File: src/rtl/ras_pkg.sv
// ras_pkg: class encoding, opcode fields and link registers
// shared by the return-address-stack predecoder.
package ras_pkg;

  typedef enum logic [1:0] {
    CLS_NONE,
    CLS_CALL,
    CLS_RET
  } ras_class_e;

  typedef enum logic {
    ST_RUN,
    ST_SQUASH
  } ras_state_e;

  localparam logic [6:0] OPC_JAL  = 7'b1101111;
  localparam logic [6:0] OPC_JALR = 7'b1100111;
  localparam logic [2:0] F3_JALR  = 3'b000;

  localparam logic [1:0] OP_32    = 2'b11;
  localparam logic [1:0] C_Q1     = 2'b01;
  localparam logic [1:0] C_Q2     = 2'b10;
  localparam logic [2:0] C_F3_JAL = 3'b001;
  localparam logic [2:0] C_F3_JR  = 3'b100;

  localparam logic [4:0] REG_X0 = 5'd0;
  localparam logic [4:0] REG_RA = 5'd1;
  localparam logic [4:0] REG_T0 = 5'd5;

  function automatic logic is_link(input logic [4:0] r);
    return (r == REG_RA) || (r == REG_T0);
  endfunction

endpackage

File: src/rtl/ras_classify.sv
// ras_classify: combinational call/return detector for one fetch beat.
// Compressed jumps are recognised only when RAS_RVC_EN is defined.
module ras_classify
  import ras_pkg::*;
(
  input  logic [31:0] instr_i,
  output ras_class_e  class_o,
  output logic        compressed_o
);

  logic [6:0] op;
  logic [4:0] rd;
  logic [4:0] rs1;
  logic [2:0] f3;
  logic       is_jal;
  logic       is_jalr;
  logic       unused_hi;

  assign compressed_o = instr_i[1:0] != OP_32;
  assign op  = instr_i[6:0];
  assign rd  = instr_i[11:7];
  assign f3  = instr_i[14:12];
  assign rs1 = instr_i[19:15];

  assign is_jal  = op == OPC_JAL;
  assign is_jalr = (op == OPC_JALR) && (f3 == F3_JALR);

  // immediate bits never affect the class
  assign unused_hi = ^instr_i[31:20];

`ifdef RAS_RVC_EN
  logic c_jal;
  logic c_jr_form;

  assign c_jal = (instr_i[1:0] == C_Q1)
              && (instr_i[15:13] == C_F3_JAL);

  // C.JR / C.JALR: rs2 == 0, rs1 != 0, bit 12 selects link
  assign c_jr_form = (instr_i[1:0] == C_Q2)
                  && (instr_i[15:13] == C_F3_JR)
                  && (instr_i[6:2] == REG_X0)
                  && (instr_i[11:7] != REG_X0);
`endif

  // one-hot decode of the jump forms into a class
  always_comb begin
    class_o = CLS_NONE;
    unique case (1'b1)
`ifdef RAS_RVC_EN
      c_jal: class_o = CLS_CALL;
      c_jr_form: begin
        if (instr_i[12])
          class_o = CLS_CALL;
        else if (is_link(instr_i[11:7]))
          class_o = CLS_RET;
      end
`endif
      is_jal: begin
        if (is_link(rd))
          class_o = CLS_CALL;
      end
      is_jalr: begin
        if (is_link(rd))
          class_o = CLS_CALL;
        else if ((rd == REG_X0) && is_link(rs1))
          class_o = CLS_RET;
      end
      default: class_o = CLS_NONE;
    endcase
  end

endmodule

File: src/rtl/ras_predecode.sv
// ras_predecode: one-stage fetch predecoder driving RAS push/pop and
// return redirects. Define RAS_RVC_EN to also predecode compressed jumps.
module ras_predecode
  import ras_pkg::*;
#(
  parameter int unsigned SQUASH_CYCLES = 2
) (
  input  logic        clk,
  input  logic        rst,
  input  logic        IN_valid,
  output logic        OUT_ready,
  input  logic [30:0] IN_pc,
  input  logic [31:0] IN_instr,
  input  logic        IN_flush,
  input  logic        IN_rasValid,
  input  logic [30:0] IN_rasData,
  output logic        OUT_push,
  output logic [30:0] OUT_pushData,
  output logic        OUT_pop,
  output logic        OUT_redirect,
  output logic [30:0] OUT_redirectPc,
  output logic        OUT_valid,
  input  logic        IN_ready,
  output logic [30:0] OUT_pc,
  output logic [31:0] OUT_instr
);

  localparam int unsigned CW =
    (SQUASH_CYCLES < 2) ? 1 : $clog2(SQUASH_CYCLES + 1);
  localparam logic [CW-1:0] CNT_INIT = CW'(SQUASH_CYCLES);
  localparam bit HAS_SQ = SQUASH_CYCLES != 0;

  ras_class_e    cls;
  logic          is_c;
  ras_state_e    state_q;
  logic [CW-1:0] cnt_q;
  logic          push_q;
  logic          pop_q;
  logic          redir_q;
  logic [30:0]   pushd_q;
  logic [30:0]   redirpc_q;
  logic          valid_q;
  logic [30:0]   pc_q;
  logic [31:0]   instr_q;

  logic          acc;
  logic          keep;
  logic          do_call;
  logic          do_ret;
  logic [30:0]   link;

  ras_classify u_cls (
    .instr_i      (IN_instr),
    .class_o      (cls),
    .compressed_o (is_c)
  );

  assign OUT_ready = rst & ~IN_flush & ~push_q
                   & (~valid_q | IN_ready);

  assign acc     = IN_valid & OUT_ready;
  assign keep    = acc & (state_q == ST_RUN);
  assign do_call = keep & (cls == CLS_CALL);
  assign do_ret  = keep & (cls == CLS_RET) & IN_rasValid;
  assign link    = IN_pc + (is_c ? 31'd1 : 31'd2);

  // redirect/squash FSM with registered RAS strobes
  always_ff @(posedge clk or negedge rst) begin
    if (!rst) begin
      state_q   <= ST_RUN;
      cnt_q     <= '0;
      push_q    <= 1'b0;
      pop_q     <= 1'b0;
      redir_q   <= 1'b0;
      pushd_q   <= '0;
      redirpc_q <= '0;
    end else if (IN_flush) begin
      state_q <= ST_RUN;
      cnt_q   <= '0;
      push_q  <= 1'b0;
      pop_q   <= 1'b0;
      redir_q <= 1'b0;
    end else begin
      push_q  <= do_call;
      pop_q   <= do_ret;
      redir_q <= do_ret;
      if (do_call)
        pushd_q <= link;
      if (do_ret)
        redirpc_q <= IN_rasData;
      unique case (state_q)
        ST_RUN: begin
          if (do_ret && HAS_SQ) begin
            state_q <= ST_SQUASH;
            cnt_q   <= CNT_INIT;
          end
        end
        ST_SQUASH: begin
          if (acc) begin
            if (cnt_q > CW'(1)) begin
              cnt_q <= cnt_q - CW'(1);
            end else begin
              cnt_q   <= '0;
              state_q <= ST_RUN;
            end
          end
        end
        default: state_q <= ST_RUN;
      endcase
    end
  end

  // single instruction stage towards decode
  always_ff @(posedge clk or negedge rst) begin
    if (!rst) begin
      valid_q <= 1'b0;
      pc_q    <= '0;
      instr_q <= '0;
    end else if (IN_flush) begin
      valid_q <= 1'b0;
    end else if (keep) begin
      valid_q <= 1'b1;
      pc_q    <= IN_pc;
      instr_q <= IN_instr;
    end else if (IN_ready) begin
      valid_q <= 1'b0;
    end
  end

  assign OUT_push       = push_q;
  assign OUT_pushData   = pushd_q;
  assign OUT_pop        = pop_q;
  assign OUT_redirect   = redir_q;
  assign OUT_redirectPc = redirpc_q;
  assign OUT_valid      = valid_q;
  assign OUT_pc         = pc_q;
  assign OUT_instr      = instr_q;

endmodule

File: config.mk
export PLATFORM = sky130hd
export DESIGN_NAME = ras_predecode
export DESIGN_NICKNAME = d
export VERILOG_FILES = /design/src/rtl/ras_pkg.sv /design/src/rtl/ras_classify.sv /design/src/rtl/ras_predecode.sv
export SDC_FILE = /design/constraint.sdc
export NUM_CORES = 1
export LEC_CHECK = 0
export ABC_AREA = 0
export ABC_CLOCK_PERIOD_IN_PS = 2300
export CORE_MARGIN = 5
export CORE_UTILIZATION = 43
export CTS_CLUSTER_SIZE = 10
export DETAILED_ROUTE_END_ITERATION = 12
export GPL_TIMING_DRIVEN = 0
export PLACE_DENSITY = 0.8
export SYNTH_ARGS = -nofsm -noshare
export SYNTH_HDL_FRONTEND = slang
export SYNTH_SLANG_ARGS = --single-unit
File: constraint.sdc
create_clock -name clk -period 2.3 [get_ports clk]
set_input_delay 0.46 -clock clk [delete_from_list [all_inputs] [get_ports clk]]
set_output_delay 0.46 -clock clk [all_outputs]
set_load 0.03 [all_outputs]
==> results of run 1 <==
==> layer usage <==
metal,share of wire,track usage
met1,0.38,0.238
met2,0.51,0.363
met3,0.087,0.0763
met4,0.025,0.0819
met5,0,0
==> repair_timing <==
action	CTS	global route
gates cloned	2	0
resized for setup	18	10
endpoints found under the setup margin	132	50
setup buffers	7	4
hold buffers	2	0
endpoints found under the hold margin	63	0
pin swaps	7	7
==> area by class of cell <==
type,instances,area (um^2)
repair buffers,245,2510
multi-input cells,265,2270
clock inverters,7,60.1
inverters,7,26.3
well taps,176,220
flip-flops and latches,131,3280
fillers,928,4120
clock buffers,22,464
plain buffers,21,138
==> power by group <==
part	switching [mW]	internal, mW
sequential	0.116	2.53
combinational	0.795	0.738
clock	0.917	1.51
total	1.83	4.77
==> sequential cells by signal, summed over array words and instances, names as in the netlist, 2 cells and up <==
| name | cells |
|---|---|
| OUT_pushData | 31 |
| cnt_q | 2 |
| OUT_redirectPc | 31 |
| OUT_instr | 32 |
| OUT_pc | 31 |
==> cell usage in the layout, fill, tap and decap left out, types with 3 or more instances in the layout <==
cell	netlist	layout
clkdlybuf4s50_1	0	223
clkbuf_1	8	7
clkbuf_16	0	17
mux2_4	27	27
nand4_1	9	9
a31oi_1	5	5
nand2b_1	3	3
and4_1	4	4
buf_16	0	3
a21oi_1	27	27
inv_1	7	6
xnor2_1	6	6
buf_2	7	7
and3_1	6	5
nor2_1	34	34
or3_1	3	3
dfrtp_1	131	131
nand2_1	13	12
xor2_1	19	19
mux2_2	65	65
nand3_1	9	9
buf_6	3	3
buf_4	4	15
o21ai_0	5	5
clkbuf_8	0	3
clkinv_2	0	6
==> through the flow <==
stage	setup TNS, ps	hold WS, ps	power [mW]	setup WS (ps)	area (um^2)
6_report	0	33.5	6.60	85.8	8970
5_1_grt	-15.8	52.0	6.89	-15.8	8970
4_1_cts	0	34.0	6.68	48.4	8920
3_5_place_dp	-109120	469	4.18	-1100	8200
3_3_place_gp	-1181710	466	4.14	-5070	8170
2_1_floorplan	0	164	3.38	14.5	5660
==> logic make-up after synthesis <==
family | after synthesis | synth area share
AND/OR/NAND/NOR | 102 | 0.102
buffers and inverters | 29 | 0.0274
AO/OA/AOI/OAI | 41 | 0.0400
XOR/XNOR | 25 | 0.0387
multiplexers | 94 | 0.205
adder cells (fa/ha/maj) | 3 | 0.00796
flip-flops | 131 | 0.579
==> critical path, delay by kind of cell <==
kind          cells  cell delay, ps
simple gates      3            1040
mux               1             310
buf+inv           2             690
==> worst min path at each step <==
| stage | startpoint | end | slack, ps | cells after the start |
|---|---|---|---|---|
| after floorplan | rst | OUT_instr[0]$_DFFE_PN0P_ | 160 | 0 |
| after global placement | OUT_pc[29]$_DFFE_PN0P_ | OUT_pc[29]$_DFFE_PN0P_ | 470 | 2 |
| after detailed placement | OUT_instr[3]$_DFFE_PN0P_ | OUT_instr[3]$_DFFE_PN0P_ | 470 | 2 |
| after CTS | rst | OUT_instr[17]$_DFFE_PN0P_ | 30 | 2 |
| after global routing | rst | OUT_instr[17]$_DFFE_PN0P_ | 50 | 2 |
| final | rst | OUT_instr[17]$_DFFE_PN0P_ | 30 | 2 |
==> impl_metrics.env, run 1 <==
export IMPL_cts_htree_levels=4
export IMPL_finalNonFillerCells=874
export IMPL_hold_viol=0
export IMPL_yosys_warnings=0
export IMPL_rows=42
export IMPL_p_leak_nw=4.02
export IMPL_clk_latency_ps=420
export IMPL_num_vias=4402
export IMPL_rrSetupSlack_ps=390
export IMPL_finalSetupViolCount=0
export IMPL_r2r_cells=6
export IMPL_grt_max_degree=64
export IMPL_startpoint="IN_instr[7]"
export IMPL_crit_arrival_ps=2510
export IMPL_antenna_found_initial=0
export IMPL_area_growth_pct=58.4
export IMPL_cts_root_buf="clkbuf_16"
export IMPL_synth_nets=528
export IMPL_synthTopCellsByArea="dfrtp_1 (58%), mux2_2 (13%), mux2_4 (7.2%), xor2_1 (2.9%), a21oi_1 (2.4%)"
export IMPL_hp_class="in2async"
export IMPL_grt_pass1_vias=4877
export IMPL_slew_viol_final=0
export IMPL_max_clock_path_buffers=2
export IMPL_max_freq_mhz=452
export IMPL_p_per_area_mw_per_mm2=736
export IMPL_place_inst=831
export IMPL_netlist_top_cells_count="dfrtp_1 (131), mux2_2 (65), nor2_1 (34)"
export IMPL_io_pins=230
export IMPL_utilization=0.685
export IMPL_die_h_um=125
export IMPL_yosysMostFrequentCell="dfrtp_1"
export IMPL_gp_congestion=0.794
export IMPL_yosysTopAreaCellShare=0.579
export IMPL_hpwl_um=11800
export IMPL_critPathMaxFanout=10
export IMPL_routed_wl_um=16300
export IMPL_slowest_stage="or4b_4"
export IMPL_required_ps=2590
export IMPL_clk_pin_slew_ps=60
export IMPL_max_slew_margin_rel=0.630
export IMPL_synth_edf_count=0
export IMPL_via_per_inst=5.04
export IMPL_async_flop_share=1.00
export IMPL_synth_cell_types=43
export IMPL_layout_nets=791
export IMPL_period_minus_slack_ps=2210
export IMPL_status="finished clean"
export IMPL_syn_avg_cell_area_um2=13.3
export IMPL_core_mm2=0.0131
export IMPL_path_class="in2reg"
export IMPL_drc=0
export IMPL_grt_use_total=0.211
export IMPL_ir_worst_vdd_uv=642
export IMPL_avgRoutedWirePerCell_um=18.6
export IMPL_grt_ovfl_total=0
export IMPL_netlist_area_mm2=0.00566
export IMPL_die_width_um=125
export IMPL_ant_nets=0
export IMPL_worst_path_largest_cell_delay_ps=570
export IMPL_startpoint_type="input port"
export IMPL_endpoint_kind="flop"
export IMPL_numPortBuffers=229
export IMPL_seq_area_frac_synth=0.579
export IMPL_grt_pass1_wl_um=25800
export IMPL_worstPathCellList="clkdlybuf4s50_1, or4b_4, nor3_2, nand4b_4, buf_6, mux2_4"
export IMPL_worst_pin_slew_ps=556
export IMPL_fin_skew_ps=7.43
export IMPL_start_util=0.433
export IMPL_tritoncts="built"
export IMPL_finalCritPeriodShare=0.963
export IMPL_yosysTopAreaCell="dfrtp_1"
export IMPL_ys_seq_elements=131
export IMPL_antenna_diode_count=0
export IMPL_synth_cells=425
export IMPL_worstReg2RegStart="OUT_push$_DFF_PN0_"
export IMPL_rr_endpoint="OUT_redirectPc[10]$_DFFE_PN0P_"
export IMPL_ys_flop_type="dfrtp_1"
export IMPL_initialDrtViolationCount=196
export IMPL_drt_pass1_iterations=4
export IMPL_cts_sinks=131
export IMPL_die_area_mm2=0.0156
export IMPL_drive_gt1_frac=0.239
export IMPL_crit_path_end="OUT_redirectPc[10]$_DFFE_PN0P_"
export IMPL_drv_cap=0
export IMPL_numCtsBuffers=17
Note: power is estimated with default switching activity, not from simulation.
==> run 2, diff against run 1 <==
--- a/config.mk
+++ b/config.mk
@@ -6,7 +6,7 @@
 export NUM_CORES = 1
 export LEC_CHECK = 0
 export ABC_AREA = 0
-export ABC_CLOCK_PERIOD_IN_PS = 2300
+export ABC_CLOCK_PERIOD_IN_PS = 2350
 export CORE_MARGIN = 5
 export CORE_UTILIZATION = 43
 export CTS_CLUSTER_SIZE = 10
==> constraint.sdc (replaced) <==
create_clock -name clk -period 2.35 [get_ports clk]
set_input_delay 0.47 -clock clk [delete_from_list [all_inputs] [get_ports clk]]
set_output_delay 0.47 -clock clk [all_outputs]
set_load 0.03 [all_outputs]
==> run 2 against run 1 <==
  * Flip-flop and latch count unchanged
  * Via count shrank 1.1%
  * Clock power fell by 2%
  * Critical path depth unchanged
  * Die area unchanged
==> impl_metrics.env, run 2 (synthesized netlist as in run 1, its figures left out) <==
export IMPL_finalCritPeriodShare=0.961
export IMPL_utilization=0.683
export IMPL_critPathMaxFanout=10
export IMPL_core_mm2=0.0131
export IMPL_start_util=0.433
export IMPL_area_growth_pct=57.8
export IMPL_startpoint_type="input port"
export IMPL_via_per_inst=5.01
export IMPL_die_area_mm2=0.0156
export IMPL_drc=0
export IMPL_clk_latency_ps=420
export IMPL_crit_cells=6
export IMPL_r2r_cells=6
export IMPL_grt_use_total=0.210
export IMPL_worstPathCellList="clkdlybuf4s50_1, or4b_4, nor3_2, nand4b_4, buf_6, mux2_4"
export IMPL_layout_nets=787
export IMPL_hpwl_um=11800
export IMPL_crit_arrival_ps=2550
export IMPL_cts_htree_levels=4
export IMPL_drt_pass1_iterations=4
export IMPL_num_vias=4355
export IMPL_antenna_found_initial=0
export IMPL_design_area_mm2=0.00893
export IMPL_p_leak_nw=4.00
export IMPL_slew_viol_final=0
export IMPL_post_dp_cell_area_mm2=0.00820
export IMPL_final_common_cell="clkdlybuf4s50_1"
export IMPL_setup_ws_ps=90.5
export IMPL_cp_top_family="simple AND/OR/NAND/NOR gates"
export IMPL_initialDrtViolationCount=172
export IMPL_endpoint_kind="flop"
export IMPL_ir_worst_vdd_uv=629
export IMPL_max_slew_margin_rel=0.622
export IMPL_rows=42
export IMPL_grt_pass1_wl_um=25600
export IMPL_max_freq_mhz=443
export IMPL_grt_pass1_vias=4822
export IMPL_status="finished clean"
export IMPL_clk_pin_slew_ps=50
export IMPL_slowest_stage="or4b_4"
export IMPL_period_minus_slack_ps=2260
export IMPL_worst_path_largest_cell_delay_ps=570
export IMPL_startpoint="IN_instr[7]"
export IMPL_rsz0062_at_grt="false"
export IMPL_path_class="in2reg"
export IMPL_die_width_um=125
export IMPL_hold_viol=0
export IMPL_routed_wl_um=16100
export IMPL_drv_cap=0
export IMPL_die_h_um=125
export IMPL_ant_nets=0
export IMPL_worst_pin_slew_ps=567
export IMPL_numCtsBuffers=17
export IMPL_p_per_area_mw_per_mm2=724
export IMPL_largest_reg_flops=32
export IMPL_cts_sinks=131
export IMPL_hp_class="in2async"
export IMPL_avgRoutedWirePerCell_um=18.5
export IMPL_fin_setup_tns_ps=0
export IMPL_cts_root_buf="clkbuf_16"
export IMPL_final_cell_mix="clkdlybuf4s50_1 (224), dfrtp_1 (131), mux2_2 (65)"
export IMPL_numPortBuffers=229
export IMPL_path_buf_inv=2
export IMPL_worstReg2RegStart="OUT_push$_DFF_PN0_"
export IMPL_max_clock_path_buffers=2
export IMPL_gp_congestion=0.794
export IMPL_grt_max_degree=64
export IMPL_grt_ovfl_total=0
export IMPL_io_pins=230
export IMPL_place_ws_ps=-1060
export IMPL_worst_hold_slack_ps=41.5
export IMPL_finalSetupViolCount=0
export IMPL_required_ps=2640
export IMPL_tritoncts="built"
export IMPL_fin_skew_ps=8.03
export IMPL_drive_gt1_frac=0.229
export IMPL_antenna_diode_count=0
run 2: per-stage QoR:
stage               instances  power (mW)
floorplan                 425        3.31
global placement          830        4.05
detailed placement        831        4.09
CTS                       869        6.54
global route              870        6.74
finish                    870        6.46
run 2: worst paths after layout:
path | endpoint | slack (ps)
worst min register to register | OUT_instr[3]$_DFFE_PN0P_ | 480
min in group clk | OUT_pc[0]$_DFFE_PN0P_ | 370
worst max register to register | OUT_redirectPc[7]$_DFFE_PN0P_ | 370
worst min-delay path | OUT_pushData[0]$_DFFE_PN0P_ | 40
worst max-delay path | OUT_redirectPc[7]$_DFFE_PN0P_ | 90
max in group asynchronous | OUT_redirectPc[21]$_DFFE_PN0P_ | 1420
run 2: per-layer routing:
layer / track usage / vias up / part of all wire
met2: 0.361 / 166 / 0.51
met4: 0.0767 / 0 / 0.023
met1: 0.239 / 2147 / 0.38
li1: - / 2011 / -
met3: 0.0750 / 31 / 0.087
met5: 0 / - / 0
run 2: cell type report:
type,count,area (um^2)
Clock inverter,7,60.1
Clock buffer,22,464
Buffer,21,136
Fill cell,932,4150
Timing Repair Buffer,241,2490
Tap cell,176,220
Inverter,7,26.3
Sequential cell,131,3280
Multi-Input combinational cell,265,2260
run 2: where the power goes:
part | leakage (nW) | total, mW | internal, mW | switching [mW]
registers | 1.69 | 2.59 | 2.47 | 0.113
logic | 2.04 | 1.50 | 0.721 | 0.777
clock network | 0.265 | 2.38 | 1.48 | 0.901
total | 4.00 | 6.46 | 4.67 | 1.79
run 2: repair_timing:
| item | in CTS | in global routing |
|---|---|---|
| cloned | 1 | 0 |
| hold buffers | 3 | 0 |
| endpoints found under the hold margin | 63 | 0 |
| setup buffers | 5 | 2 |
| endpoints found under the setup margin | 132 | 69 |
| resized for setup | 15 | 5 |
| pin swaps | 4 | 7 |
run 2: worst reg2reg max path, stage by stage, from the launching register on:
cell and delay (ps):
dfrtp_1 390, nor3b_2 200, nand4b_1 220, buf_4 210
nand4b_4 270, buf_6 250, mux2_4 310
==> run 3, diff against run 2 <==
--- a/config.mk
+++ b/config.mk
@@ -8,11 +8,11 @@
 export ABC_AREA = 0
 export ABC_CLOCK_PERIOD_IN_PS = 2350
 export CORE_MARGIN = 5
-export CORE_UTILIZATION = 43
+export CORE_UTILIZATION = 40
 export CTS_CLUSTER_SIZE = 10
 export DETAILED_ROUTE_END_ITERATION = 12
 export GPL_TIMING_DRIVEN = 0
-export PLACE_DENSITY = 0.8
+export PLACE_DENSITY = 0.75
 export SYNTH_ARGS = -nofsm -noshare
 export SYNTH_HDL_FRONTEND = slang
 export SYNTH_SLANG_ARGS = --single-unit
==> constraint.sdc (replaced) <==
create_clock -name clk -period 2.35 [get_ports clk]
set_input_delay 0.5875 -clock clk [delete_from_list [all_inputs] [get_ports clk]]
set_output_delay 0.5875 -clock clk [all_outputs]
set_load 0.03 [all_outputs]
==> run 3 against run 2 <==
  * Setup slack lost 46 ps
  * Worst hold slack improved by 80 ps
  * Final cell count rose by 1.1%
  * Fmax fell by 2.0%
  * Sequential share of layout area down 0.47 points
  * Highest routed layer unchanged
==> impl_metrics.env, run 3 (synthesized netlist as in run 1, its figures left out) <==
export IMPL_status="finished clean"
export IMPL_num_vias=4342
export IMPL_endpoint_kind="flop"
export IMPL_drt_pass1_iterations=4
export IMPL_internal_power_mw=4.89
export IMPL_period_minus_slack_ps=2310
export IMPL_die_area_mm2=0.0166
export IMPL_rr_endpoint="OUT_pushData[2]$_DFFE_PN0P_"
export IMPL_design_area_mm2=0.00905
export IMPL_largest_reg_flops=32
export IMPL_start_util=0.408
export IMPL_antenna_found_initial=0
export IMPL_finalSetupViolCount=0
export IMPL_worst_pin_slew_ps=878
export IMPL_swShare=0.271
export IMPL_total_power_mw=6.71
export IMPL_fill_cells=1049
export IMPL_r2r_cells=7
export IMPL_avgRoutedWirePerCell_um=18.3
export IMPL_rows=43
export IMPL_slowest_stage="or4b_4"
export IMPL_setup_ws_ps=44.1
export IMPL_ant_nets=0
export IMPL_worst_path_largest_cell_delay_ps=570
export IMPL_slew_viol_final=0
export IMPL_post_dp_cell_area_mm2=0.00821
export IMPL_fin_skew_ps=5.71
export IMPL_numCtsBuffers=17
export IMPL_io_pins=230
export IMPL_grt_ovfl_total=0
export IMPL_via_per_inst=4.93
export IMPL_drc=0
export IMPL_worstReg2RegStart="OUT_push$_DFF_PN0_"
export IMPL_gp_congestion=0.806
export IMPL_power_switching_mw=1.81
export IMPL_max_slew_margin_rel=0.413
export IMPL_ir_worst_vdd_uv=463
export IMPL_max_freq_mhz=434
export IMPL_crit_arrival_ps=2590
export IMPL_p_leak_nw=4.04
export IMPL_hold_viol=0
export IMPL_clockPowerShare=0.392
export IMPL_cts_root_buf="clkbuf_16"
export IMPL_pwr_share_seq=0.385
export IMPL_numPortBuffers=229
export IMPL_core_mm2=0.0139
export IMPL_tritoncts="built"
export IMPL_startpoint_type="input port"
export IMPL_p_per_area_mw_per_mm2=741
export IMPL_path_class="in2reg"
export IMPL_finalCritPeriodShare=0.981
export IMPL_grt_pass1_wl_um=24600
export IMPL_rrSetupSlack_ps=380
export IMPL_clk_latency_ps=400
export IMPL_place_ws_ps=-1100
export IMPL_clk_pin_slew_ps=60
export IMPL_drv_cap=0
export IMPL_grt_max_degree=47
export IMPL_hpwl_um=11800
export IMPL_area_growth_pct=59.8
export IMPL_critPathMaxFanout=10
export IMPL_final_common_cell="clkdlybuf4s50_1"
export IMPL_layout_nets=790
export IMPL_comb_power_share=0.223
export IMPL_grt_use_total=0.191
export IMPL_drive_gt1_frac=0.240
export IMPL_max_clock_path_buffers=2
export IMPL_initialDrtViolationCount=138
export IMPL_antenna_diode_count=0
export IMPL_required_ps=2630
export IMPL_die_width_um=129
export IMPL_hp_class="in2async"
export IMPL_routed_wl_um=16100
export IMPL_grt_pass1_vias=4724
export IMPL_worstPathCellList="clkdlybuf4s50_1, or4b_4, nor3_2, nand4b_4, buf_8, mux2_4"
export IMPL_rsz0062_at_grt="true"
export IMPL_die_h_um=129
export IMPL_cts_htree_levels=4
export IMPL_final_cell_mix="clkdlybuf4s50_1 (223), dfrtp_1 (131), mux2_2 (65)"
export IMPL_cts_sinks=131
[run 3: power by group through the flow]
stage	Sequential (mW)	Clock [mW]	Combinational, mW
after floorplan	3.05	0	0.263
after global placement	2.60	0	1.45
after detailed placement	2.62	0	1.47
after CTS	2.58	2.67	1.50
after global routing	2.61	2.78	1.57
final	2.58	2.63	1.50
[run 3: worst max path at each step]
stage,from,endpoint,depth (start not counted)
floorplan,IN_instr[0],OUT_pushData[30]$_DFFE_PN0P_,8
global route,IN_instr[1],OUT_pushData[2]$_DFFE_PN0P_,8
finish,IN_instr[7],OUT_redirectPc[17]$_DFFE_PN0P_,6
global placement,rst,OUT_pc[25]$_DFFE_PN0P_,6
CTS,IN_pc[7],OUT_pushData[29]$_DFFE_PN0P_,7
detailed placement,rst,OUT_pc[24]$_DFFE_PN0P_,7
[run 3: critical path: cells and delay by family]
family                 cells  cell delay [ps]
buffers and inverters      2              680
muxes                      1              300
and+or+nand+nor            3             1010
[run 3: layout make-up]
type	instances	area, um^2	area share
Buffer	21	141	0.0156
Clock buffer	23	498	0.0550
Clock inverter	9	101	0.0112
Sequential cell	131	3280	0.362
Multi-Input combinational cell	265	2270	0.251
Inverter	7	26.3	0.00290
Timing Repair Buffer	244	2500	0.276
Tap cell	180	225	0.0249
[run 3: through the flow]
| stage | cells | TNS [ps] | hold slack (ps) | utilization |
|---|---|---|---|---|
| 5_1_grt | 880 | -37.9 | 117 | 0.652 |
| 4_1_cts | 876 | 0 | 16.2 | 0.646 |
| 2_1_floorplan | 425 | 0 | 292 | - |
| 3_3_place_gp | 834 | -1224210 | 467 | 0.590 |
| 3_5_place_dp | 835 | -113360 | 478 | 0.592 |
| 6_report | 880 | 0 | 121 | 0.652 |
[run 3: repair_timing]
action | 4_1_cts | 5_1_grt
pin swaps | 6 | 5
endpoints found under the setup margin | 132 | 37
hold buffers | 0 | 2
hold endpoints to repair | 0 | 26
gates resized for setup | 24 | 3
gates cloned | 2 | 2
setup buffers | 7 | 1
[run 3: metal layers]
metal | GRT usage | wire [um] | up-vias
met2 | 0.322 | 8100 | 165
li1 | - | - | 2031
met4 | 0.0723 | 359 | 0
met1 | 0.221 | 6260 | 2120
met5 | 0 | 0 | -
met3 | 0.0710 | 1380 | 26
